**config.mk**
```make
export PLATFORM = sky130hd
export DESIGN_NAME = mem_access_unit
export DESIGN_NICKNAME = d
export VERILOG_FILES = /design/src/rtl/mips_pkg.sv /design/src/rtl/mem_lane_align.sv /design/src/rtl/mem_access_unit.sv
export SDC_FILE = /design/constraint.sdc
export NUM_CORES = 1
export LEC_CHECK = 0
export CORE_ASPECT_RATIO = 0.7
export CORE_MARGIN = 4
export CORE_UTILIZATION = 42
export CTS_CLUSTER_SIZE = 30
export DETAILED_ROUTE_END_ITERATION = 7
export PLACE_DENSITY = 0.85
export SLEW_MARGIN = 20
export SYNTH_ARGS = -nofsm -noshare
export SYNTH_HDL_FRONTEND = slang
export SYNTH_SLANG_ARGS = --single-unit
```
**constraint.sdc**
```tcl
create_clock -name clk -period 5.28 [get_ports clk]
set_input_delay 0.528 -clock clk [delete_from_list [all_inputs] [get_ports clk]]
set_output_delay 0.528 -clock clk [all_outputs]
set_load 0.05 [all_outputs]
```
**src/rtl/mips_pkg.sv**
```systemverilog
// Shared MIPS definitions: memory opcodes, MEM-stage FSM states and access sizes.
package mips_pkg;

  localparam logic [5:0] OP_LB  = 6'h20;
  localparam logic [5:0] OP_LH  = 6'h21;
  localparam logic [5:0] OP_LW  = 6'h23;
  localparam logic [5:0] OP_LBU = 6'h24;
  localparam logic [5:0] OP_LHU = 6'h25;
  localparam logic [5:0] OP_SB  = 6'h28;
  localparam logic [5:0] OP_SH  = 6'h29;
  localparam logic [5:0] OP_SW  = 6'h2B;

  typedef enum logic {
    ST_IDLE = 1'b0,
    ST_BUSY = 1'b1
  } state_t;

  typedef enum logic [1:0] {
    SZ_BYTE = 2'd0,
    SZ_HALF = 2'd1,
    SZ_WORD = 2'd2
  } size_t;

  // Any opcode outside the byte/half set is handled as a full word.
  function automatic size_t op_size(input logic [5:0] op);
    size_t s;
    case (op)
      OP_LB, OP_LBU, OP_SB: s = SZ_BYTE;
      OP_LH, OP_LHU, OP_SH: s = SZ_HALF;
      default:              s = SZ_WORD;
    endcase
    return s;
  endfunction

  function automatic logic op_unsigned(input logic [5:0] op);
    return (op == OP_LBU) || (op == OP_LHU);
  endfunction

endpackage

```
**src/rtl/mem_lane_align.sv**
```systemverilog
// Byte-lane alignment: store byte enables / lane replication, alignment check,
// and load lane extraction with sign or zero extension (little-endian lanes).
module mem_lane_align
  import mips_pkg::*;
(
  input  size_t       size,
  input  logic        zext,
  input  logic [1:0]  addr_lo,
  input  logic [31:0] store_data,
  input  logic [31:0] rdata,
  output logic        aligned,
  output logic [3:0]  be,
  output logic [31:0] wdata,
  output logic [31:0] load_data
);

  logic [7:0]  byte_sel;
  logic [15:0] half_sel;

  always_comb begin
    case (addr_lo)
      2'd0:    byte_sel = rdata[7:0];
      2'd1:    byte_sel = rdata[15:8];
      2'd2:    byte_sel = rdata[23:16];
      default: byte_sel = rdata[31:24];
    endcase
    half_sel = addr_lo[1] ? rdata[31:16] : rdata[15:0];
  end

  always_comb begin
    aligned   = 1'b1;
    be        = 4'hF;
    wdata     = store_data;
    load_data = rdata;
    case (size)
      SZ_BYTE: begin
        be        = 4'b0001 << addr_lo;
        wdata     = {4{store_data[7:0]}};
        load_data = zext ? {24'b0, byte_sel} : {{24{byte_sel[7]}}, byte_sel};
      end
      SZ_HALF: begin
        aligned   = ~addr_lo[0];
        be        = addr_lo[1] ? 4'b1100 : 4'b0011;
        wdata     = {2{store_data[15:0]}};
        load_data = zext ? {16'b0, half_sel} : {{16{half_sel[15]}}, half_sel};
      end
      default: begin
        aligned = (addr_lo == 2'b00);
      end
    endcase
  end

endmodule

```
**src/rtl/mem_access_unit.sv**
```systemverilog
// MEM stage: data-memory access over a req/ready bus with timeout, pipeline
// stall generation and the MEM/WB pipeline register.
module mem_access_unit
  import mips_pkg::*;
#(
  parameter int TIMEOUT = 16
) (
  input  logic        clk,
  input  logic        rst_n,
  input  logic [31:0] aluout,
  input  logic [31:0] rd2,
  input  logic [4:0]  rd,
  input  logic [5:0]  op,
  input  logic        memr,
  input  logic        memw,
  input  logic        regw,
  input  logic        mem2r,
  input  logic        dm_ready,
  input  logic [31:0] dm_rdata,
  output logic        dm_req,
  output logic        dm_we,
  output logic [31:0] dm_addr,
  output logic [3:0]  dm_be,
  output logic [31:0] dm_wdata,
  output logic        stall,
  output logic        addr_err,
  output logic        bus_err,
  output logic [31:0] wb_aluout,
  output logic [31:0] wb_memdata,
  output logic [4:0]  wb_rd,
  output logic        wb_regw,
  output logic        wb_mem2r
);

  localparam int CW = (TIMEOUT > 2) ? $clog2(TIMEOUT) : 1;

  state_t        state;
  logic [CW-1:0] cnt;

  size_t       size;
  logic        aligned;
  logic [3:0]  be;
  logic [31:0] wdata;
  logic [31:0] load_data;

  logic mem_op, access, misaligned, idle, busy, timeout, complete, err;

  assign size = op_size(op);

  mem_lane_align u_align (
    .size       (size),
    .zext       (op_unsigned(op)),
    .addr_lo    (aluout[1:0]),
    .store_data (rd2),
    .rdata      (dm_rdata),
    .aligned    (aligned),
    .be         (be),
    .wdata      (wdata),
    .load_data  (load_data)
  );

  assign mem_op     = memr | memw;
  assign access     = mem_op & aligned;
  assign misaligned = mem_op & ~aligned;
  assign idle       = (state == ST_IDLE);
  assign busy       = (state == ST_BUSY);
  assign timeout    = busy & ~dm_ready & (cnt == CW'(TIMEOUT - 1));
  assign complete   = (idle & access & dm_ready) | (busy & dm_ready);
  assign err        = (idle & misaligned) | timeout;

  // Bus and status outputs are gated by rst_n so an aborted request disappears immediately.
  assign dm_req   = rst_n & ((idle & access) | busy);
  assign dm_we    = dm_req & memw;
  assign dm_addr  = dm_req ? {aluout[31:2], 2'b00} : 32'h0;
  assign dm_be    = dm_req ? be : 4'h0;
  assign dm_wdata = dm_we ? wdata : 32'h0;
  assign stall    = rst_n & ((idle & access & ~dm_ready) | (busy & ~dm_ready & ~timeout));
  assign addr_err = rst_n & idle & misaligned;
  assign bus_err  = rst_n & timeout;

  always_ff @(posedge clk or negedge rst_n) begin
    if (!rst_n) begin
      state <= ST_IDLE;
      cnt   <= '0;
    end else begin
      case (state)
        ST_IDLE: begin
          if (access && !dm_ready) begin
            state <= ST_BUSY;
            cnt   <= CW'(1);
          end
        end
        ST_BUSY: begin
          if (dm_ready || timeout) begin
            state <= ST_IDLE;
            cnt   <= '0;
          end else begin
            cnt <= cnt + 1'b1;
          end
        end
        default: begin
          state <= ST_IDLE;
          cnt   <= '0;
        end
      endcase
    end
  end

  // MEM/WB register: a stalled cycle injects a bubble and holds the data fields.
  always_ff @(posedge clk or negedge rst_n) begin
    if (!rst_n) begin
      wb_aluout  <= '0;
      wb_memdata <= '0;
      wb_rd      <= '0;
      wb_regw    <= 1'b0;
      wb_mem2r   <= 1'b0;
    end else if (stall) begin
      wb_regw  <= 1'b0;
      wb_mem2r <= 1'b0;
    end else begin
      wb_aluout  <= aluout;
      wb_rd      <= rd;
      wb_regw    <= regw & ~err;
      wb_mem2r   <= mem2r & memr & ~err;
      wb_memdata <= (complete && memr) ? load_data : 32'h0;
    end
  end

endmodule

```
==> results.py, run 1 <==
metrics = {
    "worst_setup_path": {
        "start_kind": "input port",
        "rr_startpoint": "busy",
        "crit_path_max_fanout": 25,
        "endpoint": "dm_wdata[6]",
        "path_cells": "clkdlybuf4s50_1, or3b_4, o22ai_2, o211ai_1, buf_4, inv_1, and2_1, clkdlybuf4s50_1",
        "worst_setup_path_end_kind": "primary output",
        "critPathMostFrequentCell": "clkdlybuf4s50_1",
        "crit_path_top_delay_cell": "clkdlybuf4s50_1",
        "critPathMaxStageDelay_ns": 0.80,
        "crit_type": "input port to primary output",
        "cp.required_ns": 4.75,
        "crit_arrival_ns": 3.51,
        "worstSetupStartpoint": "op[5]",
        "r2r_slack_ns": 2.50,
        "worstReg2RegEnd": "wb_aluout[14]",
        "rr_worst_depth": 6,
    },
    "clocking": {
        "cts_root_buf": "clkbuf_16",
        "cts_buffer_depth": 2,
        "postCtsResizedCells": 0,
        "cts_num_sinks": 76,
        "clk_pin_slew_worst_paths_ns": 0.06,
        "clk-insertion-delay-late_ns": 0.34,
        "cts_buffers": 9,
        "post_cts_buffers": 0,
        "ctsHoldBuffers": 0,
        "cts_tree": "done",
        "h-tree-depth": 3,
    },
    "synth": {
        "synth_area_sq_um": 4450,
        "async_flop_share_pct": 100,
        "syn_avg_cell_area_sq_um": 10.1,
        "ys_ff_latch": 76,
        "synth.distinct_cells": 43,
        "synthTopCellsByArea": "dfrtp_1, mux2_2, nor3b_1",
        "synth.top_cells.by_count": "dfrtp_1, nand2_1, mux2_2",
        "synthFlopType": "dfrtp_1",
        "synthCells": 442,
        "yosysWarnings": 0,
        "ys_seq_area_share_pct": 42.7,
        "synth_most_common_cell": "dfrtp_1",
        "synth-edff-count": 0,
        "yosys.area.top_type": "dfrtp_1",
        "synth_top_area_share_pct": 42.7,
    },
    "drt": {
        "wl_met3_mm": 1.60,
        "wl_met1_mm": 7.00,
        "route.vias.total": 4768,
        "drtIter0Drc": 429,
        "wl_met2_mm": 8.76,
        "wire_per_inst_um": 21.7,
        "ant_nets": 0,
        "vias_per_cell": 5.81,
        "dr.pass1.iters": 5,
        "post-route-drc-count": 0,
        "wl_mm": 17.8,
        "top_layer_used": "met4",
    },
    "timing": {
        "max_slew_margin_pct": 44.0,
        "rsz0062_at_grt": "false",
        "tightest_slew_ns": 0.840,
        "hold_slack_ns": 0.298,
        "setup_tns_ns": 0,
        "max_freq_mhz": 247,
        "period_share_pct": 76.6,
        "layout_setup_ws_ns": 1.24,
        "final-hold-violation-count": 0,
        "setup_violations": 0,
        "skew_ns": 0.00727,
        "slew_viol_final": 0,
        "period_needed_ns": 4.04,
    },
    "pwr": {
        "p_leak_nw": 2.87,
        "p_per_area_nw_per_um2": 269,
        "ir_drop_mv": 0.200,
        "p_total_w": 0.00199,
    },
    "global_route": {
        "grt_pass1_wl_mm": 26.2,
        "grt_max_degree": 78,
        "grt_pass1_vias": 4689,
        "overflow": 0,
        "grtUsageTotal_pct": 27.7,
        "grt_antenna_before_repair": 0,
    },
    "die": {
        "core_sq_um": 10400,
        "start_util_pct": 43.0,
        "die_w_um": 131,
        "dieArea_sq_um": 12300,
        "die_y_um": 94.1,
        "io_pins": 258,
        "core.rowCount": 31,
    },
    "outcome": {
        "outcome": "completed",
    },
    "cells_and_area": {
        "filler_cell_count": 728,
        "fin_nets": 798,
        "drive_gt1_share_pct": 12.2,
        "antennaDiodeCount": 0,
        "syn_to_final_growth_pct": 66.5,
    },
    "place": {
        "io_buffers": 255,
        "pre_cts_slack_ns": 1.26,
        "dpl.hpwl_mm": 13.3,
        "routabilityCongestion": 0.878,
    },
    "flow_run": {
        "cap_viol_max_count": 0,
    },
    "worst_hold_path": {
        "hold_class": "input port to async pin",
    },
}
[routing by layer]
metal | global-route usage, % | vias to the layer above
met5 | 0 | -
met2 | 46.2 | 301
met3 | 7.05 | 38
li1 | - | 2114
met1 | 35.7 | 2315
met4 | 7.71 | 0
[registers in the layout, indices dropped and copies added (netlist names)]
signal and count:
busy 1, wb_mem2r 1, wb_aluout 32, wb_rd 5, wb_regw 1, cnt 4, wb_memdata 32
[critical path: cells and delay by family]
kind	cells	cell delay [ns]
AND/OR/NAND/NOR	2	0.65
buffers and inverters	4	1.72
AO/OA/AOI/OAI	2	0.59
[worst min-delay path by stage]
stage                      start             end  cells after the start
final                      rst_n   wb_aluout[17]                      2
after global routing       rst_n  wb_memdata[26]                      2
after CTS                 cnt[3]          cnt[3]                      1
after detailed placement  cnt[3]          cnt[3]                      1
after global placement    cnt[3]          cnt[3]                      1
after floorplan            rst_n            busy                      0
[through the flow]
step	std cells	util (%)	area [sq um]
2_1_floorplan	443	-	4450
3_3_place_gp	803	68.2	7070
3_5_place_dp	803	68.3	7070
4_1_cts	819	71.3	7390
5_1_grt	820	71.5	7410
6_report	820	71.5	7410
[cells by family after synthesis]
group | count (synthesis) | share of synthesized area (%)
AOI/OAI and AO/OA | 110 | 18.7
adders and majority gates | 1 | 0.281
buffers and inverters | 60 | 6.21
DFF | 76 | 42.7
muxes | 54 | 15.4
other | 1 | 0.0843
and+or+nand+nor | 140 | 16.5
[final cells by class]
class                      count  area (sq um)  area share, %
clock buffer                  10           229           3.09
inverter                      22          82.6           1.11
tap                          132           165           2.23
clock inverter                 6          88.8           1.20
sequential                    76          1900           25.7
timing repair buffer         267          2650           35.8
multi-input combinational    307          2290           30.9
[power by group]
| part | total [W] | switching (W) | internal, W |
|---|---|---|---|
| Clock | 0.000662 | 0.000248 | 0.000414 |
| Sequential | 0.000659 | 0.0000310 | 0.000628 |
| Combinational | 0.000668 | 0.000408 | 0.000260 |
| Total | 0.00199 | 0.000687 | 0.00130 |
[placed cells by master, fill, tap and decap left out, types with 2 or more instances in the layout]
master / Yosys / layout
bufinv_16: 0 / 2
nand2_1: 40 / 40
nand2b_1: 2 / 2
nor4_1: 4 / 4
mux2i_1: 9 / 9
clkinvlp_4: 0 / 2
nand3_1: 10 / 10
o2bb2ai_1: 24 / 24
clkdlybuf4s50_1: 0 / 253
mux4_2: 8 / 8
conb_1: 1 / 2
nor2_1: 33 / 32
inv_1: 21 / 20
a21o_1: 2 / 2
and2_1: 11 / 11
dfrtp_1: 76 / 76
a211oi_1: 17 / 17
o32ai_1: 23 / 23
nor3_1: 6 / 6
inv_2: 1 / 2
mux2_2: 37 / 37
clkbuf_16: 0 / 9
buf_4: 8 / 13
o21ai_0: 2 / 2
o22ai_1: 9 / 9
nor3b_1: 31 / 31
o211ai_1: 2 / 2
a21oi_1: 21 / 20
No activity file was read; power rests on OpenSTA's default activity.
==> inputs of run 2 (changes only) <==
--- a/config.mk
+++ b/config.mk
@@ -7,10 +7,10 @@
 export LEC_CHECK = 0
 export CORE_ASPECT_RATIO = 0.7
 export CORE_MARGIN = 4
-export CORE_UTILIZATION = 42
+export CORE_UTILIZATION = 39
 export CTS_CLUSTER_SIZE = 30
 export DETAILED_ROUTE_END_ITERATION = 7
-export PLACE_DENSITY = 0.85
+export PLACE_DENSITY = 0.79
 export SLEW_MARGIN = 20
 export SYNTH_ARGS = -nofsm -noshare
 export SYNTH_HDL_FRONTEND = slang
==> constraint.sdc (replaced) <==
create_clock -name clk -period 4 [get_ports clk]
set_input_delay 0.4 -clock clk [delete_from_list [all_inputs] [get_ports clk]]
set_output_delay 0.4 -clock clk [all_outputs]
set_load 0.05 [all_outputs]
==> run 2 against run 1 <==
Via count is 0.10% lower. Critical path depth is 1 lower. Non-clock buffer count is 2 higher. First-iteration DRC count is 29% lower. Count of clock-buffer cells in the layout stayed put. Total power is 29% higher. Routed wire length is 2.1% higher. Largest power group unchanged.
==> results.py, run 2 (same netlist as run 1, synthesis figures left out) <==
metrics = {
    "place": {
        "io_buffers": 255,
        "dpl.hpwl_mm": 14.0,
        "routabilityCongestion": 1.02,
    },
    "cells_and_area": {
        "drive_gt1_share_pct": 22.2,
        "fin_nets": 800,
        "filler_cell_count": 783,
        "final_common_cell": "clkdlybuf4s50_1",
        "antennaDiodeCount": 0,
        "final_util_pct": 70.3,
        "final_cell_mix": "clkdlybuf4s50_1, dfrtp_1, buf_12, nand2_1, buf_4",
        "syn_to_final_growth_pct": 75.3,
        "reg.largest.list": "wb_aluout x32, wb_memdata x32, wb_rd x5",
    },
    "drt": {
        "wl_mm": 18.2,
        "vias_per_cell": 5.65,
        "ant_nets": 0,
        "wire_per_inst_um": 21.6,
        "dr.pass1.iters": 5,
        "drtIter0Drc": 303,
        "post-route-drc-count": 0,
        "route.vias.total": 4763,
    },
    "outcome": {
        "outcome": "completed",
    },
    "global_route": {
        "grt_pass1_wl_mm": 27.7,
        "grtUsageTotal_pct": 26.8,
        "overflow": 0,
        "grt_pass1_vias": 4782,
        "grt_antenna_before_repair": 0,
        "grt_max_degree": 72,
    },
    "clocking": {
        "cts_root_buf": "clkbuf_16",
        "cts_buffers": 9,
        "cts_buffer_depth": 2,
        "h-tree-depth": 3,
        "cts_num_sinks": 76,
        "cts_tree": "done",
        "clk_pin_slew_worst_paths_ns": 0.06,
        "clk-insertion-delay-late_ns": 0.33,
    },
    "timing": {
        "setup_tns_ns": 0,
        "period_needed_ns": 3.31,
        "max_freq_mhz": 302,
        "slew_viol_final": 0,
        "final-hold-violation-count": 0,
        "rsz0062_at_grt": "false",
        "skew_ns": 0.00702,
        "tightest_slew_ns": 0.895,
        "max_slew_margin_pct": 40.3,
        "period_share_pct": 82.7,
        "setup_violations": 0,
    },
    "worst_setup_path": {
        "crit_path_max_fanout": 35,
        "rr_startpoint": "busy",
        "crit_arrival_ns": 2.91,
        "worst_setup_path_end_kind": "primary output",
        "worstSetupStartpoint": "op[0]",
        "r2r_slack_ns": 1.61,
        "start_kind": "input port",
        "cp.required_ns": 3.60,
        "crit_type": "input port to primary output",
    },
    "die": {
        "dieArea_sq_um": 13200,
        "core_sq_um": 11100,
        "die_w_um": 136,
        "die_y_um": 97.4,
        "io_pins": 258,
        "start_util_pct": 40.1,
        "core.rowCount": 32,
    },
    "pwr": {
        "p_total_w": 0.00256,
        "p_leak_nw": 3.11,
        "ir_drop_mv": 0.218,
        "p_per_area_nw_per_um2": 329,
    },
    "worst_hold_path": {
        "hold_class": "input port to async pin",
    },
    "flow_run": {
        "cap_viol_max_count": 0,
    },
}
-- run 2: critical path, stage by stage --
cell and delay [ns]:
clkdlybuf4s50_1 0.70, a22o_1 0.33, o22ai_2 0.38, a21oi_2 0.10
buf_4 0.27, a211oi_1 0.50, buf_12 0.21
-- run 2: power breakdown --
group	internal, W	total (W)	switching [W]	leakage (nW)
registers	0.000829	0.000869	0.0000405	0.962
logic	0.000386	0.000939	0.000553	2.03
clock network	0.000424	0.000756	0.000331	0.122
-- run 2: cell type report --
type                    count  area, sq um  area share (%)
clock buffers              10          229            2.94
clock inverters             6         47.5           0.610
inverters                  22         82.6            1.06
multi-input cells         307         2290            29.4
flip-flops and latches     76         1900            24.4
well taps                 153          191            2.45
repair buffers            269         3060            39.2
-- run 2: routing by layer --
layer	routed length, um	GRT usage, %	vias up	share of wire (%)
met1	6980	33.6	2302	38
met2	9080	45.7	277	50
met4	623	8.91	0	3.4
met3	1490	5.85	59	8.2
met5	0	0	-	0
li1	-	-	2125	-
-- run 2: worst paths after layout --
kind                             endpoint  depth (start not counted)
min reg2reg                wb_memdata[19]                          1
max reg2reg                 wb_aluout[12]                          6
min                        wb_memdata[15]                          2
max                              dm_be[3]                          7
max in group asynchronous    wb_aluout[4]                          3
min in group clk           wb_memdata[19]                          1
-- run 2: what timing repair did --
item	in CTS	in global routing
setup buffers	0	0
hold buffers	1	0
gates resized for setup	0	0
hold endpoints to repair	5	0
-- run 2: metrics by stage --
step	cell area (sq um)	hold slack (ns)	std cells	setup WS (ns)
after floorplan	4450	0.104	443	0.851
after global placement	7510	0.234	826	0.891
after detailed placement	7510	0.238	826	0.785
after CTS	7800	0.434	843	0.771
after global routing	7800	0.437	843	0.587
final	7800	0.442	843	0.693
==> inputs of run 3 (changes only) <==
==> constraint.sdc (replaced) <==
create_clock -name clk -period 3.15 [get_ports clk]
set_input_delay 0.315 -clock clk [delete_from_list [all_inputs] [get_ports clk]]
set_output_delay 0.315 -clock clk [all_outputs]
set_load 0.05 [all_outputs]
==> run 3 against run 2 <==
Clock skew is essentially flat. Clock power grew 57%. Cell area grew 2.9%. Critical path type unchanged.
==> results.py, run 3 (same netlist as run 1, synthesis figures left out) <==
metrics = {
    "outcome": {
        "outcome": "completed",
    },
    "worst_setup_path": {
        "crit_type": "input port to primary output",
        "crit_arrival_ns": 2.66,
        "cp.required_ns": 2.83,
        "worst_setup_path_end_kind": "primary output",
        "timing.critical_path.buf_inv": 4,
        "critPathMostFrequentCell": "buf_4",
        "crit_path_top_delay_cell": "or3b_4",
        "path_cells": "clkdlybuf4s50_1, or3b_4, o22ai_2, o211ai_1, buf_4, inv_1, and2_1, buf_4",
        "crit_family": "buffers and inverters",
        "critPathMaxStageDelay_ns": 0.48,
        "start_kind": "input port",
        "crit_path_max_fanout": 25,
    },
    "cells_and_area": {
        "drive_gt1_share_pct": 22.8,
        "filler_cell_count": 751,
        "final_cell_mix": "clkdlybuf4s50_1, dfrtp_1, buf_12, nand2_1, mux2_2",
        "reg.largest.list": "wb_aluout x32, wb_memdata x32, wb_rd x5",
        "antennaDiodeCount": 0,
        "final_common_cell": "clkdlybuf4s50_1",
        "syn_to_final_growth_pct": 80.5,
        "fin_nets": 804,
    },
    "timing": {
        "rsz0062_at_grt": "false",
        "skew_ns": 0.00683,
        "setup_violations": 0,
        "period_needed_ns": 2.98,
        "layout_setup_ws_ns": 0.173,
        "tightest_slew_ns": 0.801,
        "max_slew_margin_pct": 46.6,
        "max_freq_mhz": 336,
        "slew_viol_final": 0,
        "period_share_pct": 94.5,
        "setup_tns_ns": 0,
        "final-hold-violation-count": 0,
    },
    "drt": {
        "vias_per_cell": 5.64,
        "dr.pass1.iters": 6,
        "wl_mm": 18.3,
        "drtIter0Drc": 275,
        "ant_nets": 0,
        "wire_per_inst_um": 21.6,
        "route.vias.total": 4773,
        "post-route-drc-count": 0,
    },
    "global_route": {
        "grt_pass1_vias": 4813,
        "overflow": 0,
        "grt_antenna_before_repair": 0,
        "grt_pass1_wl_mm": 27.7,
        "grt_max_degree": 38,
        "grtUsageTotal_pct": 27.0,
    },
    "pwr": {
        "p_leak_nw": 3.21,
        "p_per_area_nw_per_um2": 438,
        "ir_drop_mv": 0.362,
    },
    "die": {
        "core.rowCount": 32,
        "die_w_um": 136,
        "io_pins": 258,
        "core_sq_um": 11100,
        "die_y_um": 97.4,
        "start_util_pct": 40.1,
        "dieArea_sq_um": 13200,
    },
    "place": {
        "dpl.hpwl_mm": 14.4,
        "io_buffers": 255,
        "routabilityCongestion": 0.940,
        "pre_cts_slack_ns": 0.211,
    },
    "clocking": {
        "post_cts_buffers": 0,
        "cts_buffer_depth": 2,
        "h-tree-depth": 3,
        "cts_root_buf": "clkbuf_16",
        "clk_pin_slew_worst_paths_ns": 0.06,
        "cts_buffers": 9,
        "clk-insertion-delay-late_ns": 0.33,
        "cts_tree": "done",
        "cts_num_sinks": 76,
    },
    "worst_hold_path": {
        "hold_class": "input port to async pin",
    },
    "flow_run": {
        "cap_viol_max_count": 0,
    },
}
-- run 3: metrics by stage --
step	cell area, sq um	std cells	total power [W]	util [%]	hold WS (ns)
final	8030	847	0.00352	72.4	0.404
after global routing	8030	847	0.00364	72.4	0.427
after CTS	8030	847	0.00353	72.4	0.394
after detailed placement	7670	830	0.00234	69.2	0.211
after global placement	7670	830	0.00231	69.2	0.207
after floorplan	4450	443	0.00176	-	0.0194
-- run 3: power breakdown --
part / internal, W / switching (W) / total, W
clock network: 0.000776 / 0.000410 / 0.00119
registers: 0.00105 / 0.0000573 / 0.00111
logic: 0.000514 / 0.000707 / 0.00122
total: 0.00234 / 0.00117 / 0.00352
-- run 3: what timing repair did --
action	in CTS	in global routing
hold buffers	1	0
hold endpoints to repair	18	0
gates resized for setup	0	0
-- run 3: final cells by class --
class | instances | area, sq um | share of cell area, %
repair buffers | 273 | 3220 | 40.1
clock buffers | 10 | 229 | 2.85
inverters | 22 | 82.6 | 1.03
well taps | 153 | 191 | 2.38
clock inverters | 6 | 111 | 1.39
flip-flops and latches | 76 | 1900 | 23.7
multi-input cells | 307 | 2290 | 28.5
-- run 3: worst paths after layout --
path	start	to	slack (ns)	depth (start not counted)
setup / recovery	op[5]	dm_wdata[7]	0.17	8
hold / removal	rst_n	wb_rd[4]	0.40	2
setup reg to reg	cnt[0]	wb_memdata[29]	0.60	8
hold reg to reg	cnt[3]	cnt[3]	0.49	1
max in group asynchronous	rst_n	wb_memdata[29]	1.97	3
min in group clk	cnt[3]	cnt[3]	0.49	1
-- run 3: worst register-to-register path: stages (launching register included) --
cell,delay [ns]
dfrtp_1,0.42
ha_1,0.23
nand3_1,0.15
and2_1,0.25
a22oi_2,0.49
inv_2,0.26
buf_4,0.25
buf_4,0.21
o2bb2ai_1,0.15
-- run 3: metal layers --
layer	global-route usage, %	up-vias	share of wire (%)
met5	0	-	0
met4	9.37	0	3.7
li1	-	2142	-
met1	32.8	2286	38
met3	7.76	45	9.1
met2	45.9	300	50
==> RTL edit 1 (config.mk and constraints of run 2) <==
Set the parameter `TIMEOUT` to 8 (it was 16).
--- a/src/rtl/mem_access_unit.sv
+++ b/src/rtl/mem_access_unit.sv
@@ -4,5 +4,5 @@
   import mips_pkg::*;
 #(
-  parameter int TIMEOUT = 16
+  parameter int TIMEOUT = 8
 ) (
   input  logic        clk,
Formal check against the unedited RTL: not equivalent (Yosys sat finds a counterexample within 10 cycles, from zero or initial values and one cycle with rst_n low).
==> RTL edit 1 against run 2 <==
  * First-iteration DRC count grew 78%
  * Setup slack lost 160 ps
  * Sequential power down 3.2%
  * Maximum frequency shrank 4.7%
  * Critical endpoint is now dm_addr[29]
  * Routed wire length fell by 0.97%
  * Sequential cell count fell by 1
  * Clock skew down 0.69 ps
  * Synthesized cell count down 0.23%
  * Synthesized area up 2.0%
  * Cell area up 4.6%
  * Combinational power is 2% lower
  * Critical path type unchanged
  * Total power is 2.7% higher
==> RTL edit 1: results (changes against run 2) <==
- The run finished with clean final reports.
- Sorting the synthesized cells by area gives the leading types as sky130_fd_sc_hd__dfrtp_1, sky130_fd_sc_hd__mux2_1, sky130_fd_sc_hd__mux4_2, sky130_fd_sc_hd__and2_1, sky130_fd_sc_hd__a32o_1.
- The pin count of the biggest net entering global routing is 50 (-31%).
- The setup slack at placement came to 462 ps (-323 ps).
- The post-synthesis mux area share came to 0.149 (-0.00523).
- The overall routed net length came to 18.0 mm (-0.97%).
- The via count of the first global-routing pass is 5,008 (+4.7%).
- The final estimated routing congestion in global placement came to 0.934 (-8.2%).
- The maximum clock skew at final layout is 6.33 ps (-0.686 ps).
- The standby leakage power is 3.32 nW (+6.5%).
- The number of violations reported at the end of detailed-routing iteration 0 is 540 (+78%).
- The wire length of the first global-routing pass is 28.0 mm (+1.3%).
- The first-pass iteration count of the detailed router is 6 (+1).
- The number of filler instances in the final layout was 747 (-4.6%).
- The maximum vdd drop is 0.000206 V (-5.6%).
- The cell type of the slowest stage on the worst timing path is sky130_fd_sc_hd__or3b_1.
- The overall global routing resource usage is 0.266 (-0.00223).
- The net count of the finished layout is 798 (-0.25%).
- The worst slew margin relative to its limit was 0.312 (-0.0910).
- The number of cells traversed by the worst register-to-register path is 7 (+1).
- The portion of the post-synthesis area used by sequential elements is 0.414 (-0.0139).
- The total cell area at the placement stage was 0.00783 mm² (+4.3%).
- The layout cell share with drive strength beyond 1 is 0.198 (-0.0235).
- The worst stage delay on the critical path came to 620 ps (-80 ps).
- By count the netlist is led by sky130_fd_sc_hd__dfrtp_1, sky130_fd_sc_hd__nand2_1, sky130_fd_sc_hd__and2_1, sky130_fd_sc_hd__nor2_1, sky130_fd_sc_hd__nand3_1.
- The detailed placer's ending HPWL came to 14.1 mm (+0.24%).
- The total vias in the final route is 4,805 (+0.88%).
- The top fanout value on the critical path is 22 (-37%).
- The adder and majority gate portion of the synthesized area is 0.00551 (+0.00270).
- The endpoint arrival time on the critical path came to 3070 ps (+160 ps).
[RTL edit 1: cell type report]
cell class / instances / area, µm² / area share
inverters: 6 / 22.5 / 0.00276
repair buffers: 268 / 3320 / 0.407
well taps: 153 / 191 / 0.0235
multi-input cells: 322 / 2430 / 0.298
flip-flops and latches: 75 / 1880 / 0.230
clock buffers: 9 / 225 / 0.0276
clock inverters: 6 / 90.1 / 0.0110
[RTL edit 1: per-layer routing]
metal | wire, µm | vias to the layer above | GRT usage
li1 | - | 2132 | -
met1 | 6920 | 2344 | 0.338
met2 | 8770 | 292 | 0.437
met3 | 1980 | 37 | 0.0844
met4 | 327 | 0 | 0.0721
met5 | 0 | - | 0
[RTL edit 1: final timing paths]
kind	start	end	slack (ps)
max in group asynchronous	rst_n	wb_memdata[5]$_DFFE_PN0N_	2970
worst min register to register	wb_aluout[20]$_DFFE_PN0N_	wb_aluout[20]$_DFFE_PN0N_	490
worst min-delay path	rst_n	wb_memdata[15]$_DFFE_PN0N_	10
worst max-delay path	op[4]	dm_addr[29]	530
worst max register to register	cnt[0]$_DFFE_PN0P_	wb_memdata[14]$_DFFE_PN0N_	1350
min in group clk	wb_aluout[20]$_DFFE_PN0N_	wb_aluout[20]$_DFFE_PN0N_	490
[RTL edit 1: cell families (layout without fill, tap and decap cells)]
family,after synthesis,count (layout)
and+or+nand+nor,153,153
muxes,52,52
adders and majority gates,2,2
buffers and inverters,45,289
DFF,75,75
AOI/OAI and AO/OA,113,113
other,1,2
[RTL edit 1: critical path, delay by kind of cell]
family          cells  cell delay, ps
compound gates      2             930
buf+inv             3             880
simple gates        2             840
[RTL edit 1: report_power, final]
part | internal (mW) | switching (mW)
clock network | 0.545 | 0.325
logic | 0.393 | 0.531
registers | 0.809 | 0.0324
total | 1.75 | 0.888
[RTL edit 1: metrics by stage]
step | util | cells
4_1_cts | 0.730 | 839
6_report | 0.730 | 839
3_5_place_dp | 0.701 | 824
3_3_place_gp | 0.701 | 824
2_1_floorplan | - | 442
5_1_grt | 0.730 | 839
==> RTL edit 2 (config.mk and constraints of run 2) <==
Made on the original files. Register the outputs `addr_err` and `bus_err`; this adds one clock of latency there. The other outputs are not delayed to match.
--- a/src/rtl/mem_access_unit.sv
+++ b/src/rtl/mem_access_unit.sv
@@ -76,6 +76,8 @@
   assign dm_wdata = dm_we ? wdata : 32'h0;
   assign stall    = rst_n & ((idle & access & ~dm_ready) | (busy & ~dm_ready & ~timeout));
-  assign addr_err = rst_n & idle & misaligned;
-  assign bus_err  = rst_n & timeout;
+  always_ff @(posedge clk) begin
+    addr_err <= rst_n & idle & misaligned;
+    bus_err  <= rst_n & timeout;
+  end
 
   always_ff @(posedge clk or negedge rst_n) begin
Function: changed (a bounded check fails within 4 cycles, from zero or initial values and one cycle with rst_n low).
==> RTL edit 2 against run 2 <==
  * Routed wire length rose by 2.4%
  * Total power grew 4.5%
  * Cell area up 1.3%
  * Synthesized area increased by 0.90%
  * Largest cell class unchanged
  * Hold slack better by 50 ps
  * Largest power group unchanged
  * Global-route usage increased by 0.47 points
  * Setup slack better by 170 ps
  * Sequential cell count grew 2
==> RTL edit 2: results (changes against run 2) <==
- The flow ran to the end, and the final reports show no timing, DRC or antenna violations.
- The worst register-to-register path ends at wb_aluout[29]$_DFFE_PN0N_.
- The final estimated routing congestion in global placement is 0.848 (-17%).
- The global routing usage on met2 is 0.432 (-0.0255).
- The average routed wire per standard cell came to 22.0 µm (+2.2%).
- The post-synthesis mux area share is 0.153 (-0.00138).
- The number of cells traversed by the worst register-to-register path is 7 (+1).
- The number of cells after detailed placement is 828 (+0.24%).
- The adder and majority gate portion of the synthesized area came to 0.00279 (-0.0000251).
- The overall global routing resource usage is 0.273 (+0.00475).
- The number of filler instances in the final layout is 801 (+2.3%).
- The standby leakage power came to 3.15 nW (+1.2%).
- The top fanout value on the critical path came to 25 (-29%).
- The met1 track utilization from global routing is 0.363 (+0.0272).
- The compound-gate portion of the synthesized area came to 0.186 (-0.00167).
- The number of violations reported at the end of detailed-routing iteration 0 came to 518 (+71%).
- The met3 track demand over resource in global routing is 0.0824 (+0.0239).
- The fraction of registers with async set/reset came to 0.974 (-0.0256).
- The power attributed to sequential cells is 0.892 mW (+2.6%).
- Ranked by total cell area, the synthesized netlist is headed by sky130_fd_sc_hd__dfrtp_1, sky130_fd_sc_hd__mux2_2, sky130_fd_sc_hd__nor3b_1, sky130_fd_sc_hd__o2bb2ai_1, sky130_fd_sc_hd__o32ai_1.
- The register-to-register setup slack was 1580 ps (-30 ps).
- The pin count of the biggest net entering global routing was 55 (-24%).
- The wire length of the first global-routing pass is 28.2 mm (+2.1%).
- The endpoint arrival time on the critical path is 2730 ps (-180 ps).
- The startpoint identified for the worst register-to-register timing path is cnt[0]$_DFFE_PN0P_.
- The power drawn by the clock network is 0.842 mW (+11%).
- The tightest min-delay check is of the reg2reg type.
- The net count of the finished layout is 802 (+0.25%).
- The worst slew margin relative to its limit came to 0.472 (+0.0684).
- The number of library cell types mapped by synthesis is 44 (+2.3%).
- The portion of the post-synthesis area used by sequential elements came to 0.433 (+0.00511).
- The critical path ends at dm_wdata[28].
- The final cell count without fillers is 845 (+0.24%).
- The power spent charging and discharging nets is 0.936 mW (+1.2%).
- The layout cell share with drive strength beyond 1 is 0.221 (-0.000641).
- The number of cells produced by synthesis is 444 (+0.45%).
- The worst stage delay on the critical path is 490 ps (-210 ps).
- The start point of the critical path is op[5].
- The detailed placer's ending HPWL is 14.3 mm (+1.8%).
- The maximum vdd drop came to 0.000225 V (+3.2%).
RTL edit 2: stage by stage:
step / power [mW] / hold slack [ps] / area, µm² / setup slack [ps] / util
floorplan: 1.41 / 104 / 4490 / 851 / -
global placement: 1.82 / 322 / 7580 / 952 / 0.681
detailed placement: 1.85 / 322 / 7580 / 877 / 0.681
CTS: 2.69 / 495 / 7900 / 874 / 0.709
global route: 2.77 / 506 / 7900 / 726 / 0.710
finish: 2.68 / 493 / 7900 / 866 / 0.710
RTL edit 2: layer usage:
layer  vias to the layer above  routed length, µm
li1                       2134                  -
met1                      2326               7630
met2                       295               8660
met3                        49               1820
met4                         0                499
met5                         -                  0
RTL edit 2: cell type report:
cell class / count / area [µm²] / share of cell area
clock buffer: 10 / 239 / 0.0303
clock inverter: 6 / 68.8 / 0.00871
inverter: 22 / 82.6 / 0.0105
multi-input combinational: 307 / 2290 / 0.290
sequential: 78 / 1940 / 0.246
tap: 153 / 191 / 0.0242
timing repair buffer: 269 / 3090 / 0.391
